--- src/rtl/pipelined_approx_adder.sv ---
// pipelined_approx_adder: lower-part-OR approximate adder, one carry segment per stage; define APPROX_ERR_EN for the exact-error monitor
module pipelined_approx_adder #(
    parameter int WIDTH    = 8,
    parameter int SEG_W    = 4,
    parameter int APPROX_K = 2
) (
    input  logic             clk,
    input  logic             rst_n,
    input  logic             in_valid,
    output logic             in_ready,
    input  logic [WIDTH-1:0] a,
    input  logic [WIDTH-1:0] b,
    input  logic             cin,
    output logic             out_valid,
    input  logic             out_ready,
    output logic [WIDTH-1:0] sum,
    output logic             cout
`ifdef APPROX_ERR_EN
    ,
    output logic [WIDTH:0]   err_dist,
    output logic             err_flag,
    output logic [15:0]      err_count
`endif
);
    localparam int N = WIDTH / SEG_W;

    function automatic logic [WIDTH:0] seg_add(
        input logic [WIDTH-1:0] x,
        input logic [WIDTH-1:0] y,
        input logic [WIDTH-1:0] p,
        input logic             c,
        input int               s
    );
        logic [WIDTH-1:0] r;
        logic             cy;
        r  = p;
        cy = c;
        for (int i = 0; i < WIDTH; i++) begin
            if (i / SEG_W == s) begin
                if (i < APPROX_K) begin
                    r[i] = x[i] | y[i];
                    cy   = (i == APPROX_K - 1) ? x[i] & y[i] : cy;
                end else begin
                    r[i] = x[i] ^ y[i] ^ cy;
                    cy   = (x[i] & y[i]) | (cy & (x[i] ^ y[i]));
                end
            end
        end
        return {cy, r};
    endfunction

    logic             adv;
    logic [WIDTH-1:0] pa [N];
    logic [WIDTH-1:0] pb [N];
    logic [WIDTH-1:0] ps [N];
    logic             pc [N];
    logic             pv [N];
    logic [WIDTH-1:0] ra [N];
    logic [WIDTH-1:0] rb [N];
    logic [WIDTH-1:0] rs [N];
    logic             rc [N];
    logic             rv [N];
    logic [WIDTH:0]   nxt [N];

    assign adv       = !out_valid || out_ready;
    assign in_ready  = adv;
    assign out_valid = rv[N-1];
    assign sum       = rs[N-1];
    assign cout      = rc[N-1];

    // Stage s sees the ports (s=0) or stage s-1's registers, and adds its own segment
    always_comb begin
        pa[0] = a;
        pb[0] = b;
        ps[0] = '0;
        pc[0] = cin;
        pv[0] = in_valid;
        for (int s = 1; s < N; s++) begin
            pa[s] = ra[s-1];
            pb[s] = rb[s-1];
            ps[s] = rs[s-1];
            pc[s] = rc[s-1];
            pv[s] = rv[s-1];
        end
        for (int s = 0; s < N; s++)
            nxt[s] = seg_add(pa[s], pb[s], ps[s], pc[s], s);
    end

    // Whole pipe moves in lockstep; a stall freezes every stage, bubbles included
    always_ff @(posedge clk) begin
        if (!rst_n) begin
            for (int s = 0; s < N; s++) begin
                rv[s] <= 1'b0;
                rc[s] <= 1'b0;
                ra[s] <= '0;
                rb[s] <= '0;
                rs[s] <= '0;
            end
        end else if (adv) begin
            for (int s = 0; s < N; s++) begin
                rv[s]          <= pv[s];
                ra[s]          <= pa[s];
                rb[s]          <= pb[s];
                {rc[s], rs[s]} <= nxt[s];
            end
        end
    end

`ifdef APPROX_ERR_EN
    logic [WIDTH:0] pe [N];
    logic [WIDTH:0] re [N];
    logic [WIDTH:0] appr;

    assign appr     = {cout, sum};
    assign err_dist = (re[N-1] > appr) ? re[N-1] - appr : appr - re[N-1];
    assign err_flag = |err_dist;

    // Exact reference sum enters with the beat and travels beside it
    always_comb begin
        pe[0] = {1'b0, a} + {1'b0, b} + {{WIDTH{1'b0}}, cin};
        for (int s = 1; s < N; s++)
            pe[s] = re[s-1];
    end

    // Exact-sum delay line, stalled together with the approximate pipe
    always_ff @(posedge clk) begin
        if (!rst_n) begin
            for (int s = 0; s < N; s++)
                re[s] <= '0;
        end else if (adv) begin
            for (int s = 0; s < N; s++)
                re[s] <= pe[s];
        end
    end

    // Count transferred beats that carry an error, sticking at all-ones
    always_ff @(posedge clk) begin
        if (!rst_n)
            err_count <= '0;
        else if (out_valid && out_ready && err_flag && err_count != 16'hFFFF)
            err_count <= err_count + 16'd1;
    end
`endif
endmodule

--- config.mk ---
export PLATFORM = sky130hd
export DESIGN_NAME = pipelined_approx_adder
export DESIGN_NICKNAME = d
export VERILOG_FILES = /design/src/rtl/pipelined_approx_adder.sv
export SDC_FILE = /design/constraint.sdc
export NUM_CORES = 1
export LEC_CHECK = 0
export BUFFER_PORTS_ARGS = -buffer_cell sky130_fd_sc_hd__buf_2
export CORE_MARGIN = 2
export CORE_UTILIZATION = 50
export CTS_CLUSTER_SIZE = 12
export DETAILED_ROUTE_END_ITERATION = 10
export PLACE_DENSITY = 0.83
export SYNTH_ARGS = -nofsm -noshare
export SYNTH_HDL_FRONTEND = slang
export SYNTH_SLANG_ARGS = --single-unit
--- constraint.sdc ---
create_clock -name clk -period 5 [get_ports clk]
set_input_delay 1.5 -clock clk [delete_from_list [all_inputs] [get_ports clk]]
set_output_delay 1.5 -clock clk [all_outputs]
set_load 0.005 [all_outputs]
==> results of run 1 <==
[kinds of logic after synthesis]
kind of cell / count (synthesis) / share of synthesized area
simple gates: 37 / 0.1837
flops: 24 / 0.5167
buf+inv: 18 / 0.09911
compound gates: 12 / 0.09354
fa+ha+maj: 6 / 0.1069
[cell usage in the layout, fill, tap and decap left out, drive strengths merged, types with 2 or more instances in the layout]
cell,Yosys,layout
buf,4,30
nand2,20,20
dfxtp,14,14
inv,12,12
and3,10,10
edfxtp,10,10
a21boi,6,6
o211a,6,6
fa,6,6
clkbuf,2,3
nor2,2,2
nor3,2,2
nor3b,2,2
[routing by layer]
layer | GRT usage | wire length (um) | part of all wire
met5 | 0 | 0 | 0
met1 | 0.1939 | 763 | 0.43
met3 | 0.02632 | 103 | 0.058
met4 | 0.06579 | 34 | 0.019
met2 | 0.2714 | 876 | 0.49
[worst max-delay path, stage by stage]
cell,delay (ns)
buf_2,0.11
nor2b_4,0.28
inv_6,0.16
buf_2,0.16
[power by group]
| group | internal [W] | switching [W] |
|---|---|---|
| combinational | 0.0000307 | 0.0000295 |
| clock | 0.0000811 | 0.0000578 |
| sequential | 0.000222 | 0.00000839 |
[final timing paths]
kind | cells past startpoint | slack (ns) | endpoint | start
setup reg to reg | 9 | 2.80 | sum[7] | rb[0][4]
hold / removal | 2 | 0.46 | sum[3] | nxt[3]
hold reg to reg | 2 | 0.46 | sum[3] | nxt[3]
setup / recovery | 4 | 1.28 | in_ready | out_ready
[through the flow]
stage | cells | power [W]
2_1_floorplan | 97 | 0.0002750
3_3_place_gp | 149 | 0.0002919
3_5_place_dp | 149 | 0.0002960
4_1_cts | 153 | 0.0004347
5_1_grt | 153 | 0.0004513
6_report | 153 | 0.0004296
[sequential cells by signal, summed over array words and instances, names as in the netlist]
name,count
rv,2
ra,4
nxt,4
rb,4
cout,1
pc,1
sum,8
[final cells by class]
type	instances	area [um2]
Clock buffer	3	22.52
Clock inverter	1	30.03
Fill cell	203	869.6
Inverter	12	50.05
Multi-Input combinational cell	55	431.7
Sequential cell	24	580.6
Tap cell	28	35.03
Timing Repair Buffer	30	150.1
==> results.yml, run 1 <==
sta:
  max-slew-margin-rel: 0.7215
  worst_pin_slew_ns: 0.4167
  max_clock_freq_ghz: 0.2692
  setup_slack_ns: 1.285
  setup_tns_ns: 0
  hold_viol: 0
  clock_skew_ns: 0.01019
  slew_viol_final: 0
  hold_slack_ns: 0.4605
  rsz0062_at_grt: "false"
  setup_viol_count_final: 0
  fin_crit_sh: 0.7430
  min_period_ns: 3.715
die:
  fp.coreArea_mm2: 0.002170
  die_h_um: 51.41
  start_util: 0.5179
  dieWidth_um: 51.41
  die_area_mm2: 0.002642
  row_count: 17
  io_pins: 32
routing:
  drtIter0Drc: 6
  viasPerCell: 4.928
  wl_per_cell_um: 11.61
  firstDrtPassIters: 3
  drt_drc_violations_left: 0
  dr_total_vias: 754
  wl_um: 1776
  antenna_left: 0
final_layout:
  nNetsFinal: 153
  areaGrowthSynthToFinish_pct: 15.70
  design_area_mm2: 0.001300
  fin_util: 0.5992
  drive_above_1_share: 0.3440
  antenna_cells: 0
clock_network:
  cts_root_buffer: "clkbuf_4"
  numCtsBuffers: 3
  path_clk_slew_ns: 0.13
  insertion_delay_ns: 0.32
  cts.sinks: 24
  ctsResizeCount: 0
  cts_setup_buffers: 0
  cts.hold.buffers_added: 0
  tritoncts: "done"
  htree_levels: 1
  cts_buffer_depth: 2
setup_path:
  arrival_ns: 2.22
  required_ns: 3.50
  cp-end-kind: "output pin"
  critical_path_class: "input port to output pin"
  cp_max_fo: 31
  start_kind: "input port"
job:
  drv_cap: 0
place:
  hpwl_um: 1294
  gp_congestion: 0.7319
  pre_cts_ws_ns: 1.279
  io_buffers: 30
  placed_cell_area_mm2: 0.001247
synth:
  synth.most_common_cell: "nand2_1"
  yosys_warnings: 0
  synth.largest_area_cell: "edfxtp_1"
  synth.top_cells.by_area: "edfxtp_1 27%, dfxtp_1 25%, fa_1 11%"
  syn-num-nets: 124
  synth_edf_count: 10
  ys_ff_latch: 24
  avgSynthCellArea_um2: 11.58
  ys_seq_area_frac: 0.5167
  synth.distinct_cells: 17
  synthFlopType: "dfxtp_1"
  async_reset_ff_frac: 0
  syn_area_mm2: 0.001124
  synthTopCellsByCount: "17 x nand2_1, 14 x dfxtp_1, 11 x inv_1"
  synth_top_cell_area_share: 0.2673
  synthCells: 97
pwr:
  power.density_mw_per_mm2: 330.4
  ir_worst_vdd_mv: 0.2386
  power_leakage_nw: 0.6727
hold_path:
  hold_class: "register to register"
global_routing:
  grt_max_degree: 32
  grt_pass1_vias: 751
  antenna_found_initial: 0
  grt_usage: 0.1574
  grt_pass1_wl_um: 3091
  overflow: 0
run_status:
  status: "finished clean"
Power figures use the tool's default switching activity.
==> run 2: changes to the inputs <==
- CORE_UTILIZATION: 50 -> 45
- PLACE_DENSITY: 0.83 -> 0.79
- clock period: 5 -> 3.1 ns (I/O delays scaled with it)
==> results.yml, run 2 (synthesized netlist as in run 1, its figures left out) <==
clock_network:
  numCtsBuffers: 3
  cts.hold.buffers_added: 0
  cts_buffer_depth: 2
  cts.sinks: 24
  cts_setup_buffers: 0
  insertion_delay_ns: 0.31
  tritoncts: "done"
  cts_root_buffer: "clkbuf_4"
  htree_levels: 1
  path_clk_slew_ns: 0.12
  ctsResizeCount: 0
final_layout:
  drive_above_1_share: 0.3440
  nNetsFinal: 153
  design_area_mm2: 0.001286
  mostFrequentLayoutCell: "buf_2"
  areaGrowthSynthToFinish_pct: 14.48
  fin_util: 0.5337
  largest_reg_flops: 8
  antenna_cells: 0
  final_cell_mix: "30 x buf_2, 17 x nand2_1, 14 x dfxtp_1, 11 x inv_1"
routing:
  firstDrtPassIters: 3
  drt_drc_violations_left: 0
  antenna_left: 0
  wl_um: 1818
  drtIter0Drc: 8
  wl_per_cell_um: 11.73
  dr_total_vias: 758
  viasPerCell: 4.890
place:
  io_buffers: 30
  pre_cts_ws_ns: 0.5218
  hpwl_um: 1354
  placed_cell_area_mm2: 0.001250
  gp_congestion: 0.7029
sta:
  min_period_ns: 2.575
  fin_crit_sh: 0.8308
  max-slew-margin-rel: 0.7170
  hold_viol: 0
  setup_tns_ns: 0
  clock_skew_ns: 0.002570
  slew_viol_final: 0
  worst_pin_slew_ns: 0.4235
  setup_slack_ns: 0.5245
  rsz0062_at_grt: "false"
  hold_slack_ns: 0.4529
  setup_viol_count_final: 0
  max_clock_freq_ghz: 0.3883
global_routing:
  grt_pass1_vias: 735
  antenna_found_initial: 0
  overflow: 0
  grt_usage: 0.1476
  grt_pass1_wl_um: 3008
  grt_max_degree: 32
setup_path:
  cp_max_fo: 31
  critical_path_class: "input port to output pin"
  cp-end-kind: "output pin"
  required_ns: 2.17
  reg2reg_slack_ns: 0.90
  arrival_ns: 1.65
  start_kind: "input port"
run_status:
  status: "finished clean"
die:
  fp.coreArea_mm2: 0.002410
  die_h_um: 53.97
  io_pins: 32
  dieWidth_um: 53.97
  start_util: 0.4663
  row_count: 18
  die_area_mm2: 0.002913
pwr:
  power_leakage_nw: 0.6658
  ir_worst_vdd_mv: 0.2847
  power.density_mw_per_mm2: 490.5
job:
  drv_cap: 0
hold_path:
  hold_class: "register to register"
run 2: changes by cell type in the layout (fill, tap and decap cells not counted):
cell,delta
bufinv_16,-1
clkbuf_8,+1
run 2: per-stage QoR:
step | std cells | total power (W)
floorplan | 97 | 0.0004435
global placement | 151 | 0.0004709
detailed placement | 151 | 0.0004779
CTS | 155 | 0.0006397
global route | 155 | 0.0006621
finish | 155 | 0.0006309
run 2: layout make-up:
class / instances / area, um2
fillers: 228 / 1124
flip-flops and latches: 24 / 580.6
multi-input cells: 55 / 431.7
repair buffers: 30 / 150.1
inverters: 12 / 50.05
well taps: 30 / 37.54
clock buffers: 4 / 36.28
run 2: critical path: stages:
cell,delay [ns]
buf_2,0.11
nor2b_4,0.28
inv_6,0.16
buf_2,0.16
run 2: worst paths after layout:
check                  from        to  depth (start not counted)
setup reg to reg   ra[0][4]    sum[7]                          9
hold / removal       sum[5]    sum[5]                          2
setup / recovery  out_ready  in_ready                          4
hold reg to reg      sum[5]    sum[5]                          2
run 2: report_power, final:
| part | total [W] | internal (W) | switching (W) |
|---|---|---|---|
| clock | 0.000163 | 0.0000718 | 0.0000908 |
| combinational | 0.0000973 | 0.0000494 | 0.0000479 |
| sequential | 0.000371 | 0.000358 | 0.0000128 |
run 2: per-layer routing:
layer | track usage | vias to the layer above | part of all wire
met3 | 0.03889 | 3 | 0.059
met4 | 0.07083 | 0 | 0.015
li1 | - | 372 | -
met5 | 0 | - | 0
met2 | 0.2500 | 24 | 0.51
met1 | 0.1729 | 359 | 0.41
